### src/rtl/multicycle_ctrl.sv
// multicycle_ctrl: opcode-driven stage sequencer with fetch wait-states, memory handshake/timeout, stall and retire counting
module multicycle_ctrl #(
    parameter int IMEM_WAIT   = 0,
    parameter int MEM_TIMEOUT = 15,
    parameter int CNT_W       = 32
) (
    input  logic             clk,
    input  logic             reset,
    input  logic [6:0]       opcode,
    input  logic             stall,
    input  logic             mem_ready,
    output logic             if_en,
    output logic             id_en,
    output logic             ex_en,
    output logic             mem_en,
    output logic             wb_en,
    output logic             mem_req,
    output logic             instr_retired,
    output logic             illegal_op,
    output logic             timeout_err,
    output logic             busy,
    output logic [CNT_W-1:0] retire_count
);
    localparam int TW = $clog2(MEM_TIMEOUT + 2);
    localparam logic [6:0] OP_LOAD   = 7'b0000011;
    localparam logic [6:0] OP_STORE  = 7'b0100011;
    localparam logic [6:0] OP_BRANCH = 7'b1100011;
    typedef enum logic [2:0] {
        RESET_S, FETCH, FETCH_WAIT, DECODE, EXECUTE, MEMORY, WRITEBACK, ERROR
    } state_t;
    state_t state, state_n;
    logic [7:0]    wait_cnt;
    logic [TW-1:0] to_cnt;
    logic [6:0]    opcode_q;
    logic          known, run, to_hit;
    assign run    = !stall;
    assign known  = opcode inside {7'b0000011, 7'b0100011, 7'b1100011, 7'b1101111, 7'b1100111,
                                   7'b0110111, 7'b0010111, 7'b0110011, 7'b0010011};
    assign to_hit = MEM_TIMEOUT > 0 && !mem_ready && to_cnt == TW'(MEM_TIMEOUT - 1);
    always_ff @(posedge clk) begin
        if (!reset) state <= RESET_S;
        else        state <= state_n;
    end
    always_comb begin
        state_n = state;
        if (run) begin
            case (state)
                RESET_S:    state_n = FETCH;
                FETCH:      state_n = IMEM_WAIT > 0 ? FETCH_WAIT : DECODE;
                FETCH_WAIT: state_n = wait_cnt == 8'(IMEM_WAIT - 1) ? DECODE : FETCH_WAIT;
                DECODE:     state_n = known ? EXECUTE : FETCH;
                EXECUTE:    state_n = (opcode_q == OP_LOAD || opcode_q == OP_STORE) ? MEMORY :
                                      opcode_q == OP_BRANCH ? FETCH : WRITEBACK;
                MEMORY:     state_n = mem_ready ? (opcode_q == OP_LOAD ? WRITEBACK : FETCH) :
                                      to_hit ? ERROR : MEMORY;
                WRITEBACK:  state_n = FETCH;
                default:    state_n = ERROR;
            endcase
        end
    end
    always_comb begin
        if_en         = run && state == FETCH;
        id_en         = run && state == DECODE;
        ex_en         = run && state == EXECUTE;
        mem_en        = run && state == MEMORY;
        wb_en         = run && state == WRITEBACK;
        mem_req       = mem_en;
        instr_retired = wb_en || (ex_en && opcode_q == OP_BRANCH) ||
                        (mem_en && mem_ready && opcode_q == OP_STORE);
        illegal_op    = id_en && !known;
        timeout_err   = state == ERROR;
        busy          = state != RESET_S && state != ERROR;
    end
    // counters run only in their own state, so leaving/entering a state clears them
    always_ff @(posedge clk) begin
        if (!reset) begin
            wait_cnt     <= '0;
            to_cnt       <= '0;
            opcode_q     <= '0;
            retire_count <= '0;
        end else if (run) begin
            wait_cnt <= state == FETCH_WAIT ? wait_cnt + 8'd1 : '0;
            to_cnt   <= state == MEMORY ? to_cnt + TW'(1) : '0;
            if (state == DECODE) opcode_q <= opcode;
            if (instr_retired) retire_count <= retire_count + CNT_W'(1);
        end
    end
endmodule

### config.mk
export PLATFORM = sky130hd
export DESIGN_NAME = multicycle_ctrl
export DESIGN_NICKNAME = d
export VERILOG_FILES = /design/src/rtl/multicycle_ctrl.sv
export SDC_FILE = /design/constraint.sdc
export NUM_CORES = 1
export LEC_CHECK = 0
export BUFFER_PORTS_ARGS = -buffer_cell sky130_fd_sc_hd__buf_2
export CAP_MARGIN = 25
export CORE_UTILIZATION = 59
export CTS_CLUSTER_SIZE = 28
export DETAILED_ROUTE_END_ITERATION = 10
export GPL_TIMING_DRIVEN = 0
export HOLD_SLACK_MARGIN = 0.02
export PLACE_DENSITY = 0.92
export SETUP_SLACK_MARGIN = 0.05
export SKIP_LAST_GASP = 1
export SLEW_MARGIN = 20
export SYNTH_ARGS = -nofsm -noshare
export SYNTH_HDL_FRONTEND = slang
export SYNTH_SLANG_ARGS = --single-unit
### constraint.sdc
create_clock -name clk -period 5 [get_ports clk]
set_input_delay 0.25 -clock clk [delete_from_list [all_inputs] [get_ports clk]]
set_output_delay 0.25 -clock clk [all_outputs]
set_load 0.005 [all_outputs]
---- After elaboration in Yosys (flattened, before gate mapping) ----
Index checks and enable logic that the tools add are counted.
operators by class
  add/sub/neg operators ................... 3
  multipliers ............................. 0
  divide/modulo/power cells ............... 0
  $lt $le $gt $ge ......................... 0
  eq/ne operators ......................... 22
  shifts and indexed selects .............. 0
  mux-type cells .......................... 10
  bitwise operators ....................... 1
  reduce and logical (&&, ||, !) cells .... 23
operators by type and width
  cell                     number
  $add A32 B1 Y32 const B  1
  $eq A7 B6 Y1 const B     4
  $eq A7 B7 Y1 const B     4
  $pmux W3 S6              1
  $mux W3                  5
  $eq A7 B2 Y1 const B     2
  $eq A7 B5 Y1 const B     2
  $eq A3 B3 Y1 const B     4
  $logic_and A1 B1 Y1      11
  $reduce_bool A9 Y1       1
  $add A8 B1 Y8 const B    1
  $eq A8 B8 Y1 const B     1
  $mux W8                  1
  $eq A3 B2 Y1 const B     2
  $add A5 B1 Y5 const B    1
  $eq A5 B4 Y1 const B     1
  $mux W5                  1
  $reduce_and A2 Y1        2
  $eq A3 B1 Y1 const B     1
  $logic_not A1 Y1         3
  $logic_not A3 Y1         1
  $logic_or A1 B1 Y1       3
  $ne A3 B3 Y1 const B     1
  $reduce_bool A3 Y1       1
  other kinds (4)          4
word-level totals
  register bits after elaboration ......... 55
  latch bits .............................. 0
  RAM bits ................................ 0
  ROM bits ................................ 0
  output and inout bits ................... 42
  word-level logic and storage cells ...... 64
  memories ................................ 0

---- Logic depth before layout (Yosys ltp) ----
  word-level depth ........................ 6
  mapped depth ............................ 8
  depth with buffers taken out ............ 6

---- Least setup slack after synthesis ----
No wires, ideal clock.
  kind .................................... register to register
  start point ............................. register retire_count[0]
  end point ............................... register retire_count[20]
  arrival time ............................ 1.919 ns
  slack ................................... 3.011 ns
  cell stages (with the launch flop) ...... 7
  buffers on the path ..................... 1
  clock period less this slack ............ 1.989 ns
  cells stage by stage .................... dfxtp_1 > ha_1 > inv_1 > or4_4 > buf_6 > or4_1 > a21oi_1
on the way
  longest elaborated chain between the ends .. 1
RTL lines
  item                    RTL line  source
  from (decl)             22        output logic [CNT_W-1:0] retire_count
  from (signal assigned)  85        if (instr_retired) retire_count <= retire_count + CNT_W'(1);
  $add A32 B1 Y32         85
No other way between the ends.
A chain may end at the register's enable or synchronous reset.

---- Worst setup path after layout ----
  start point ............................. register state[0]
  end point ............................... output port instr_retired
on the way
  longest elaborated chain between the ends .. 5
RTL lines
  item                                                              RTL line  source
  from (decl)                                                       31        state_t state, state_n;
  from (signal assigned)                                            42        else state <= state_n;
  $eq A3 B3 Y1, on equally long branches                            64, 65
  $logic_and A1 B1 Y1, on equally long branches                     64, 65
  $logic_and A1 B1 Y1, on equally long branches                     68, 69
  $logic_or A1 B1 Y1 / $logic_and A1 B1 Y1 (equally long branches)  68, 69
  $logic_or A1 B1 Y1 (*)                                            68        instr_retired = wb_en || (ex_en && opcode_q == OP_BRANCH) ||
  to (decl)                                                         18        output logic instr_retired,
Every way passes the cells marked *; elsewhere a longest branch is shown, timed or not.

==> results by group <==
Outcome
  • Run status: finished with violations
  • Failing checks: DRC

Die
  • Total die area: roughly 5000 µm²
  • Starting Density: 0.6345
  • Rows: 24
  • Core Region: 4474 µm²
  • Ports: 53
  • Die width: 71.37 µm
  • Die height: between 70 and 80 µm

Timing
  • Tmin final: 2.498 ns
  • Fin Setup TNS: 0 ns
  • Final WS setup: approximately 2.5 ns
  • Worst slew margin: 0.4979
  • Worst-Margin Slew: 0.7523 ns
  • Setup-failing EPs final: 0
  • Tcrit/Tclk final: 0.4995
  • Slew Viols, Final: 0
  • Max Clock Freq: about 400 MHz
  • RSZ-0062 raised after global routing: no
  • Clock skew: 0.009538 ns
  • Final hold viol count: 0
  • Final Hold Slack: 0.1798 ns

Critical path
  • Critical Path Fanout Max: 10
  • CP required: roughly 4.8 ns
  • Crit end category: output pin
  • CP Class: reg -> out
  • Worst Path Arrival: 2.25 ns
  • Crit start category: flip-flop
  • Worst Reg2Reg Path Length in Cells: 5

Drt
  • DRC errors left: 3
  • WL per Instance: 15.09 µm
  • Vias per inst: 6.275
  • Vias: between 2k and 3k
  • 1st-iter DRT viols: 239
  • Detail Route Antenna Nets: 0
  • DR pass1 iterations: 8
  • Final wirelength: 7.018 mm

Power
  • Pwr Total: 0.0007555 W
  • Power Density: about 230 nW/µm²
  • Leakage dissipation: 1.215 nW
  • Worst vdd ir: 0.0001591 V

Synth
  • Yosys warning total: 0
  • Yosys cell types: 51
  • Post-synthesis sequential area ratio: 0.3878
  • Post-Synth XOR/XNOR Area: 0.02160
  • Synthesized Nets: 369
  • Synth Area in Simple Gates: 0.3125
  • Compound-Gate Fraction of Synth Area: 0.1935
  • Mapped Area: 2839 µm²
  • Mux contribution to synthesized area: 0.01763
  • Synth Area per Inst: 8.020 µm²
  • Adder-cell share of the synthesized area: 0.01763
  • Ys flop type: dfxtp_1
  • Syn Inst Count: approximately 350
  • Async SR Flop Fraction: 0
  • Post-synth EDFFs: 0
  • Largest family of logic cells by synthesized area: simple AND/OR/NAND/NOR gates
  • Post-synthesis register bit count: between 50 and 60

Clocking
  • Clk buf depth: 2
  • CTS resizes: 0
  • # clock sinks: between 50 and 60
  • H-tree lvl count: 2
  • Clock latency at the later pin of the worst-skew pair: about 0.31 ns
  • TritonCTS clock tree: built
  • TritonCTS buffer count: 5
  • Worst-path clk slew: around 0.090 ns
  • Post-CTS Setup Bufs: 0
  • Root Driver: clkbuf_8
  • Hold bufs inserted after CTS: 0

Finish
  • Final std cells w/o fill: 465
  • Number of nets in the layout: 427
  • Synthesis-to-finish area growth: 14.81%
  • Most frequent cells in the layout: 55 x buf_2, 55 x dfxtp_1, 42 x a21oi_1, 36 x nand2_1, 27 x nor2_1
  • Share of cells above drive strength 1: 0.1695
  • Diodes inserted: 0
  • Number of fill cells: 370

Global route
  • Initial antenna violation count: 0
  • Vias in the first global route: roughly 2.7k
  • Largest net degree at the start of global routing: 16
  • First-pass GRT wire length: 11.90 mm
  • GRT Overall Usage: 0.2883
  • Grt total ovfl: 0

Min path
  • Hold depth: 3
  • Worst min path class: in -> reg

Placement
  • Placed Cells: 457
  • Post-DP HPWL: 4.958 mm
  • PortBufs: roughly 50
  • RD Place Congestion: 0.8480
  • Placement Setup Slack: about 2.8 ns

Job
  • Max cap viols: 0
==> flip-flops by register name, summed over array words and instances, names as in the netlist <==
name	count
retire_count	32
wait_cnt	8
opcode_q	7
to_cnt	5
state	3
==> worst paths after layout <==
check / end / startpoint / slack [ns]
max: instr_retired / state[0] / 2.50
min: opcode_q[0] / opcode[0] / 0.18
max reg2reg: retire_count[29] / retire_count[2] / 2.81
min reg2reg: opcode_q[1] / opcode_q[1] / 0.47
==> report_power, final <==
| part | switching, W | leakage, nW | total [W] | internal [W] |
|---|---|---|---|---|
| logic | 0.0000279 | 0.720 | 0.0000433 | 0.0000154 |
| registers | 0.00000238 | 0.444 | 0.000443 | 0.000441 |
| clock network | 0.000142 | 0.0515 | 0.000269 | 0.000127 |
| total | 0.000173 | 1.22 | 0.000756 | 0.000583 |
==> metal layers <==
metal	part of all wire	GRT usage	vias to the layer above
li1	-	-	1415
met1	0.43	0.3707	1356
met2	0.49	0.4878	129
met3	0.068	0.05204	18
met4	0.018	0.1000	0
met5	0	0	-
==> area by class of cell <==
cell class | instances | area [µm²] | area share
well taps | 52 | 65.06 | 0.01996
inverters | 14 | 52.55 | 0.01612
plain buffers | 19 | 87.58 | 0.02687
clock buffers | 8 | 100.1 | 0.03071
multi-input cells | 266 | 1598 | 0.4902
flip-flops and latches | 55 | 1101 | 0.3378
repair buffers | 51 | 255.2 | 0.07831
==> metrics by stage <==
| step | utilization | area [µm²] |
|---|---|---|
| after floorplan | - | 2839 |
| after global placement | 0.7061 | 3159 |
| after detailed placement | 0.7061 | 3159 |
| after CTS | 0.7285 | 3259 |
| after global routing | 0.7285 | 3259 |
| final | 0.7285 | 3259 |
==> cell usage after synthesis (2+ instances only) <==
master / instances / area, µm²
buf_2: 4 / 20.02
or4_1: 13 / 97.59
nand4_1: 14 / 87.58
mux2i_1: 5 / 50.05
nor2_1: 27 / 101.4
o221ai_1: 2 / 17.52
xnor2_1: 3 / 26.28
xor2_1: 4 / 35.03
a21oi_1: 42 / 210.2
a31oi_1: 4 / 25.02
nand3_1: 15 / 75.07
or3_1: 15 / 93.84
nand2b_1: 7 / 43.79
o21ai_0: 19 / 95.09
nor4_1: 5 / 31.28
nand2_1: 36 / 135.1
ha_1: 4 / 50.05
o21bai_1: 2 / 15.01
dfxtp_1: 55 / 1101
nor2b_1: 4 / 25.02
nor3b_1: 4 / 30.03
nand4bb_1: 2 / 22.52
o2111ai_1: 2 / 17.52
inv_1: 12 / 45.04
nand3b_1: 2 / 15.01
and3_1: 3 / 18.77
clkbuf_1: 12 / 45.04
o31ai_1: 14 / 105.1
==> worst max-delay path: stages (launching register included) <==
cell and delay, ns:
dfxtp_1 0.34, clkbuf_1 0.31, nand4b_1 0.19, o22ai_1 0.09
a21oi_1 0.26, clkbuf_1 0.41, inv_1 0.17, buf_2 0.16
==> cell families after synthesis <==
logic type,Yosys count
adder cells (fa/ha/maj),4
XOR/XNOR,7
AO/OA/AOI/OAI,93
AND/OR/NAND/NOR,157
flip-flops,55
multiplexers,5
buffers and inverters,33
(Power assumes the default switching activity.)
